## src/rtl/fifo_rd_packer.sv

```systemverilog
// fifo_rd_packer: drains a fall-through FIFO and packs LANES consecutive
// DSIZE-bit words into one wide output word with a lane-enable mask.
// A flush request emits a partially filled word; a one-deep output register
// with valid/ready handshake decouples the packer from the consumer.
module fifo_rd_packer #(
    parameter int DSIZE = 8,
    parameter int LANES = 4
) (
    input  logic                   rclk,
    input  logic                   rrst_n,
    input  logic [DSIZE-1:0]       fifo_rdata,
    input  logic                   fifo_rempty,
    output logic                   fifo_rinc,
    input  logic                   flush,
    output logic [DSIZE*LANES-1:0] out_data,
    output logic [LANES-1:0]       out_be,
    output logic                   out_valid,
    input  logic                   out_ready,
    output logic [15:0]            words_out
);

    localparam int LW = $clog2(LANES);
    localparam int WW = DSIZE * LANES;

    // FILL: accepting FIFO words. HOLD: full word waiting for the output slot.
    // FLUSH: partial word waiting for the output slot.
    typedef enum logic [1:0] {
        FILL  = 2'd0,
        HOLD  = 2'd1,
        FLUSH = 2'd2
    } state_e;

    state_e           state_q, state_d;
    logic [LW-1:0]    lane_q, lane_d;
    logic [WW-1:0]    asm_q, asm_d;
    logic [WW-1:0]    odata_q, odata_d;
    logic [LANES-1:0] obe_q, obe_d;
    logic             ovld_q, ovld_d;
    logic [15:0]      words_q, words_d;

    logic             slot_free;
    logic             cap;
    logic             word_done;
    logic [LW-1:0]    lane_nxt;
    logic [WW-1:0]    asm_cap;
    logic             load;
    logic [WW-1:0]    ld_data;
    logic [LANES-1:0] ld_be;

    // Lanes [cnt-1:0] enabled for a partial word holding cnt entries.
    function automatic logic [LANES-1:0] be_mask(input logic [LW-1:0] cnt);
        logic [LANES-1:0] m;
        m = '0;
        for (int k = 0; k < LANES; k++) begin
            m[k] = (k < int'(cnt));
        end
        return m;
    endfunction

    // Read request: only while accepting, and never while held in reset.
    always_comb begin
        fifo_rinc = rrst_n & ~fifo_rempty & (state_q == FILL);
    end

    // Capture bookkeeping: the assembly word and lane count as they would be
    // after this cycle's capture, so flush sees the post-capture count.
    always_comb begin
        cap       = fifo_rinc;
        slot_free = ~ovld_q | out_ready;
        word_done = cap && (lane_q == LW'(LANES - 1));
        lane_nxt  = cap ? lane_q + LW'(1) : lane_q;
        asm_cap   = asm_q;
        for (int k = 0; k < LANES; k++) begin
            if (cap && (lane_q == LW'(k))) begin
                asm_cap[k*DSIZE +: DSIZE] = fifo_rdata;
            end
        end
    end

    // Next-state logic: decides when the assembly word moves to the output.
    // The assembly register is cleared on every emit so unfilled lanes of a
    // later partial word read back as zero.
    always_comb begin
        state_d = state_q;
        lane_d  = lane_nxt;
        asm_d   = asm_cap;
        load    = 1'b0;
        ld_data = asm_cap;
        ld_be   = '0;
        case (state_q)
            FILL: begin
                if (word_done) begin
                    lane_d = '0;
                    if (slot_free) begin
                        load    = 1'b1;
                        ld_data = asm_cap;
                        ld_be   = '1;
                        asm_d   = '0;
                    end else begin
                        state_d = HOLD;
                    end
                end else if (flush && (lane_nxt != '0)) begin
                    if (slot_free) begin
                        load    = 1'b1;
                        ld_data = asm_cap;
                        ld_be   = be_mask(lane_nxt);
                        asm_d   = '0;
                        lane_d  = '0;
                    end else begin
                        // Keep the count: it sizes the mask when we emit.
                        state_d = FLUSH;
                    end
                end
            end
            HOLD: begin
                if (slot_free) begin
                    load    = 1'b1;
                    ld_data = asm_q;
                    ld_be   = '1;
                    asm_d   = '0;
                    lane_d  = '0;
                    state_d = FILL;
                end
            end
            FLUSH: begin
                if (slot_free) begin
                    load    = 1'b1;
                    ld_data = asm_q;
                    ld_be   = be_mask(lane_q);
                    asm_d   = '0;
                    lane_d  = '0;
                    state_d = FILL;
                end
            end
            default: begin
                state_d = FILL;
                lane_d  = '0;
                asm_d   = '0;
            end
        endcase
    end

    // Output slot: reload on emit, otherwise drop valid once accepted;
    // data and mask are untouched while a word waits.
    always_comb begin
        odata_d = odata_q;
        obe_d   = obe_q;
        ovld_d  = ovld_q;
        words_d = words_q;
        if (ovld_q && out_ready) begin
            ovld_d  = 1'b0;
            words_d = words_q + 16'd1;
        end
        if (load) begin
            odata_d = ld_data;
            obe_d   = ld_be;
            ovld_d  = 1'b1;
        end
    end

    // State and datapath registers, cleared asynchronously.
    always_ff @(posedge rclk or negedge rrst_n) begin
        if (!rrst_n) begin
            state_q <= FILL;
            lane_q  <= '0;
            asm_q   <= '0;
            odata_q <= '0;
            obe_q   <= '0;
            ovld_q  <= 1'b0;
            words_q <= '0;
        end else begin
            state_q <= state_d;
            lane_q  <= lane_d;
            asm_q   <= asm_d;
            odata_q <= odata_d;
            obe_q   <= obe_d;
            ovld_q  <= ovld_d;
            words_q <= words_d;
        end
    end

    // Output port drive.
    always_comb begin
        out_data  = odata_q;
        out_be    = obe_q;
        out_valid = ovld_q;
        words_out = words_q;
    end

endmodule

```

## config.mk

```make
export PLATFORM = sky130hd
export DESIGN_NAME = fifo_rd_packer
export DESIGN_NICKNAME = d
export VERILOG_FILES = /design/src/rtl/fifo_rd_packer.sv
export SDC_FILE = /design/constraint.sdc
export NUM_CORES = 1
export LEC_CHECK = 0
export CAP_MARGIN = 20
export CORE_MARGIN = 2
export CORE_UTILIZATION = 50
export DETAILED_ROUTE_END_ITERATION = 10
export PLACE_DENSITY = 0.75
export SYNTH_ARGS = -nofsm -noshare
export SYNTH_HDL_FRONTEND = slang
export SYNTH_SLANG_ARGS = --single-unit
```

## constraint.sdc

```tcl
create_clock -name rclk -period 2.6 [get_ports rclk]
set_input_delay 0.78 -clock rclk [delete_from_list [all_inputs] [get_ports rclk]]
set_output_delay 0.78 -clock rclk [all_outputs]
set_load 0.02 [all_outputs]
```

==> reports/qor.csv <==
metric,value,unit
gr-total-overflow,0,
synth_cell_types,42,
grt_usage,19.92,%
wl_per_cell,15.91,microns
syn2layout_area_growth,26.58,%
crit_path_end_kind,output pin,
synth-warning-count,0,
skew,0.009361,ns
yosysTopAreaCell,dfrtp_1,
r2r_end,out_be[2]$_DFFE_PN0P_,
synth_top_family_by_area,multiplexers,
synth_area_leaders,"dfrtp_1 51%, mux2_4 10%, mux2_2 9.8%",
drive_gt1_share,25.64,%
setup_viol,0,
clockPowerShare,21.5,%
clock_tree.buffer_depth,2,
min_period_over_period,97.05,%
start_util,50.89,%
drt-total-wl,9163,microns
drc,0,
r2r_cells,8,
crit_arrival,1.74,ns
cp_top_family,buffers and inverters,
diodes,0,
grt_pass1_vias,3132,
synth_top_area_share,50.93,%
hold_viol,0,
synthMuxAreaShare,20.49,%
synthXorXnorAreaFrac,3.004,%
antenna_found_initial,0,
htreeDepth,3,
syn_area_per_cell,11.57,sq um
power_switching,1.777,mW
tns,0,ns
switching_share,34.04,%
final_util,64.41,%
ios,67,
r2r_setup_slack,0.22,ns
cts_buffers,9,
drt-vias-per-instance,5.392,
dieArea,9510,sq um
tritoncts,built,
synth_simple_gate_area_share,12.10,%
ctsHoldBuffers,0,
p_per_area,943.1,nW/um^2
p_leak,2.571,nW
worstSetupStartpointType,input pin,
multi_input_area,2042,sq um
grt_start_max_net_pins,74,
nets,487,
ys.flop_type,dfrtp_1,
synth-compound-area-share,8.526,%
rows,34,
die_w,97.52,microns
drt-initial-drc-count,122,
max-slew-margin-rel,39.11,%
synth_seq_area_share,50.93,%
required,1.82,ns
cts.clk_slew.worst_paths,0.09,ns
critPathMaxStageDelay,0.42,ns
slew_viol_final,0,
synthAdderAreaFrac,2.575,%
clk_latency,0.36,ns
hp-class,input pin to async pin,
status,finished clean,
synth_seq_cells,89,
vias,3106,
core,8593,sq um
ir_drop,0.4938,mV
rsz0062_at_grt,no,
tightest_slew,0.9133,ns
gp_congestion,0.8380,
port_buffers,66,
synth_edf_count,0,
synthArstFlopShare,100.0,%
cp_max_fo,2,
combPwrFrac,41.9,%
internal_power,3.443,mW
synth_area,4373,sq um
seq_area,2227,sq um
power_frac_seq,36.6,%
crit_chain,"clkdlybuf4s50_1, nand3b_4, inv_2, clkdlybuf4s15_1",
fin_crit,2.523,ns
crit_buf_inv,3,
drtAntennaViolNets,0,
dr.pass1.iters,4,
grt_pass1_wl,15310,microns
criticalPathCategory,input pin to output pin,
dp_hpwl,6308,microns
clockRootBuffer,clkbuf_8,
die_h,97.52,microns
fmax,396.3,MHz
clkSinkCount,89,
synth.net_count,400,
timing.max_cap.violations,0,
final.fill_count,686,
cts_setup_buffers,0,
cp_slowest_cell,clkdlybuf4s50_1,
rr_startpoint,lane_q[0]$_DFF_PN0_,
netlist_instances,378,
## final cells by class
cell class | instances | share of cell area, %
Clock inverter | 5 | 1.876
Sequential cell | 89 | 40.24
Clock buffer | 9 | 2.238
Inverter | 6 | 0.4069
Multi-Input combinational cell | 270 | 36.89
Timing Repair Buffer | 89 | 15.91
Tap cell | 108 | 2.441
## how the worst max path moves through the flow
stage | startpoint | end | slack, ns | depth (start not counted)
final | fifo_rempty | fifo_rinc | 0.08 | 4
after global routing | fifo_rempty | fifo_rinc | 0.03 | 4
after CTS | fifo_rempty | fifo_rinc | 0.04 | 4
after detailed placement | fifo_rempty | fifo_rinc | -0.23 | 4
after global placement | fifo_rempty | fifo_rinc | -0.23 | 4
after floorplan | fifo_rempty | out_data[0]$_DFFE_PN0P_ | 0.36 | 6
## timing repair
item	CTS	global route
setup endpoints to repair	1	1
endpoints found under the hold margin	0	0
pin swaps	0	0
gates resized for setup	1	1
## worst reg2reg max path, stage by stage, from the launching register on
cell	delay, ns
dfrtp_1	0.48
inv_1	0.13
ha_1	0.34
nand2b_1	0.19
a211oi_2	0.23
a21oi_1	0.11
o21ai_4	0.21
buf_12	0.23
mux2_2	0.36
## cell usage after synthesis, types with 4 or more instances
cell,n
a21oi_1,37
and3_1,4
buf_2,8
dfrtp_1,89
ha_1,9
inv_1,5
mux2_2,38
mux2_4,29
nand2_1,78
nand2_2,4
nand3_1,10
nor2_1,6
o21ai_0,6
xnor2_1,12
## cells by family (layout without fill, tap and decap cells)
| family | after synthesis | in the layout |
|---|---|---|
| AOI/OAI and AO/OA | 59 | 59 |
| xor gates and xnor gates | 15 | 15 |
| adders and majority gates | 9 | 9 |
| buffers and inverters | 19 | 109 |
| DFF | 89 | 89 |
| muxes | 70 | 70 |
| and+or+nand+nor | 117 | 117 |
## flip-flops by register name, indices dropped and copies added, names as in the netlist
| register | flops |
|---|---|
| out_data | 32 |
| words_out | 16 |
| lane_q | 2 |
| out_be | 4 |
| out_valid | 1 |
| state_q | 2 |
| asm_q | 32 |
## stage by stage
step / area, sq um / power [mW] / hold slack, ns / worst slack [ns] / cells
floorplan: 4373 / 3.298 / 0.4844 / 0.3624 / 378
global placement: 5308 / 4.075 / 0.4607 / -0.2290 / 562
detailed placement: 5308 / 4.124 / 0.4645 / -0.2260 / 562
CTS: 5534 / 5.252 / 0.3863 / 0.03521 / 576
global route: 5535 / 5.492 / 0.3915 / 0.02776 / 576
finish: 5535 / 5.220 / 0.3782 / 0.07659 / 576
## per-layer routing
layer	routed length [microns]	global-route usage [%]	up-vias
li1	-	-	1471
met1	4198	27.99	1554
met5	0	0	-
met4	92	5.662	0
met3	350	3.309	10
met2	4522	32.15	71
## cells in the final DEF, fill, tap and decap left out, types with 2 or more instances in the layout
| cell type | Yosys | final |
|---|---|---|
| dfrtp_1 | 89 | 89 |
| nand2_1 | 78 | 78 |
| clkdlybuf4s50_1 | 0 | 64 |
| mux2_2 | 38 | 38 |
| a21oi_1 | 37 | 37 |
| mux2_4 | 29 | 29 |
| buf_4 | 0 | 20 |
| xnor2_1 | 12 | 12 |
| nand3_1 | 10 | 10 |
| ha_1 | 9 | 9 |
| clkbuf_8 | 0 | 9 |
| o21ai_0 | 6 | 6 |
| nor2_1 | 6 | 6 |
| inv_1 | 5 | 5 |
| nand2_2 | 4 | 4 |
| and3_1 | 4 | 4 |
| buf_12 | 0 | 4 |
| and2_1 | 3 | 3 |
| nand2b_1 | 3 | 3 |
| nor2b_1 | 3 | 3 |
| a21oi_2 | 3 | 3 |
| xor2_1 | 3 | 3 |
| bufinv_16 | 0 | 3 |
| a211o_1 | 2 | 2 |
| mux2_1 | 2 | 2 |
| a32oi_1 | 2 | 2 |
## power groups by stage
stage	registers (mW)	logic (mW)	clock network, mW
floorplan	2.14	1.16	0
global placement	1.92	2.15	0
detailed placement	1.94	2.19	0
CTS	1.91	2.20	1.14
global route	1.96	2.34	1.19
finish	1.91	2.18	1.12
Power figures use the tool's default switching activity.
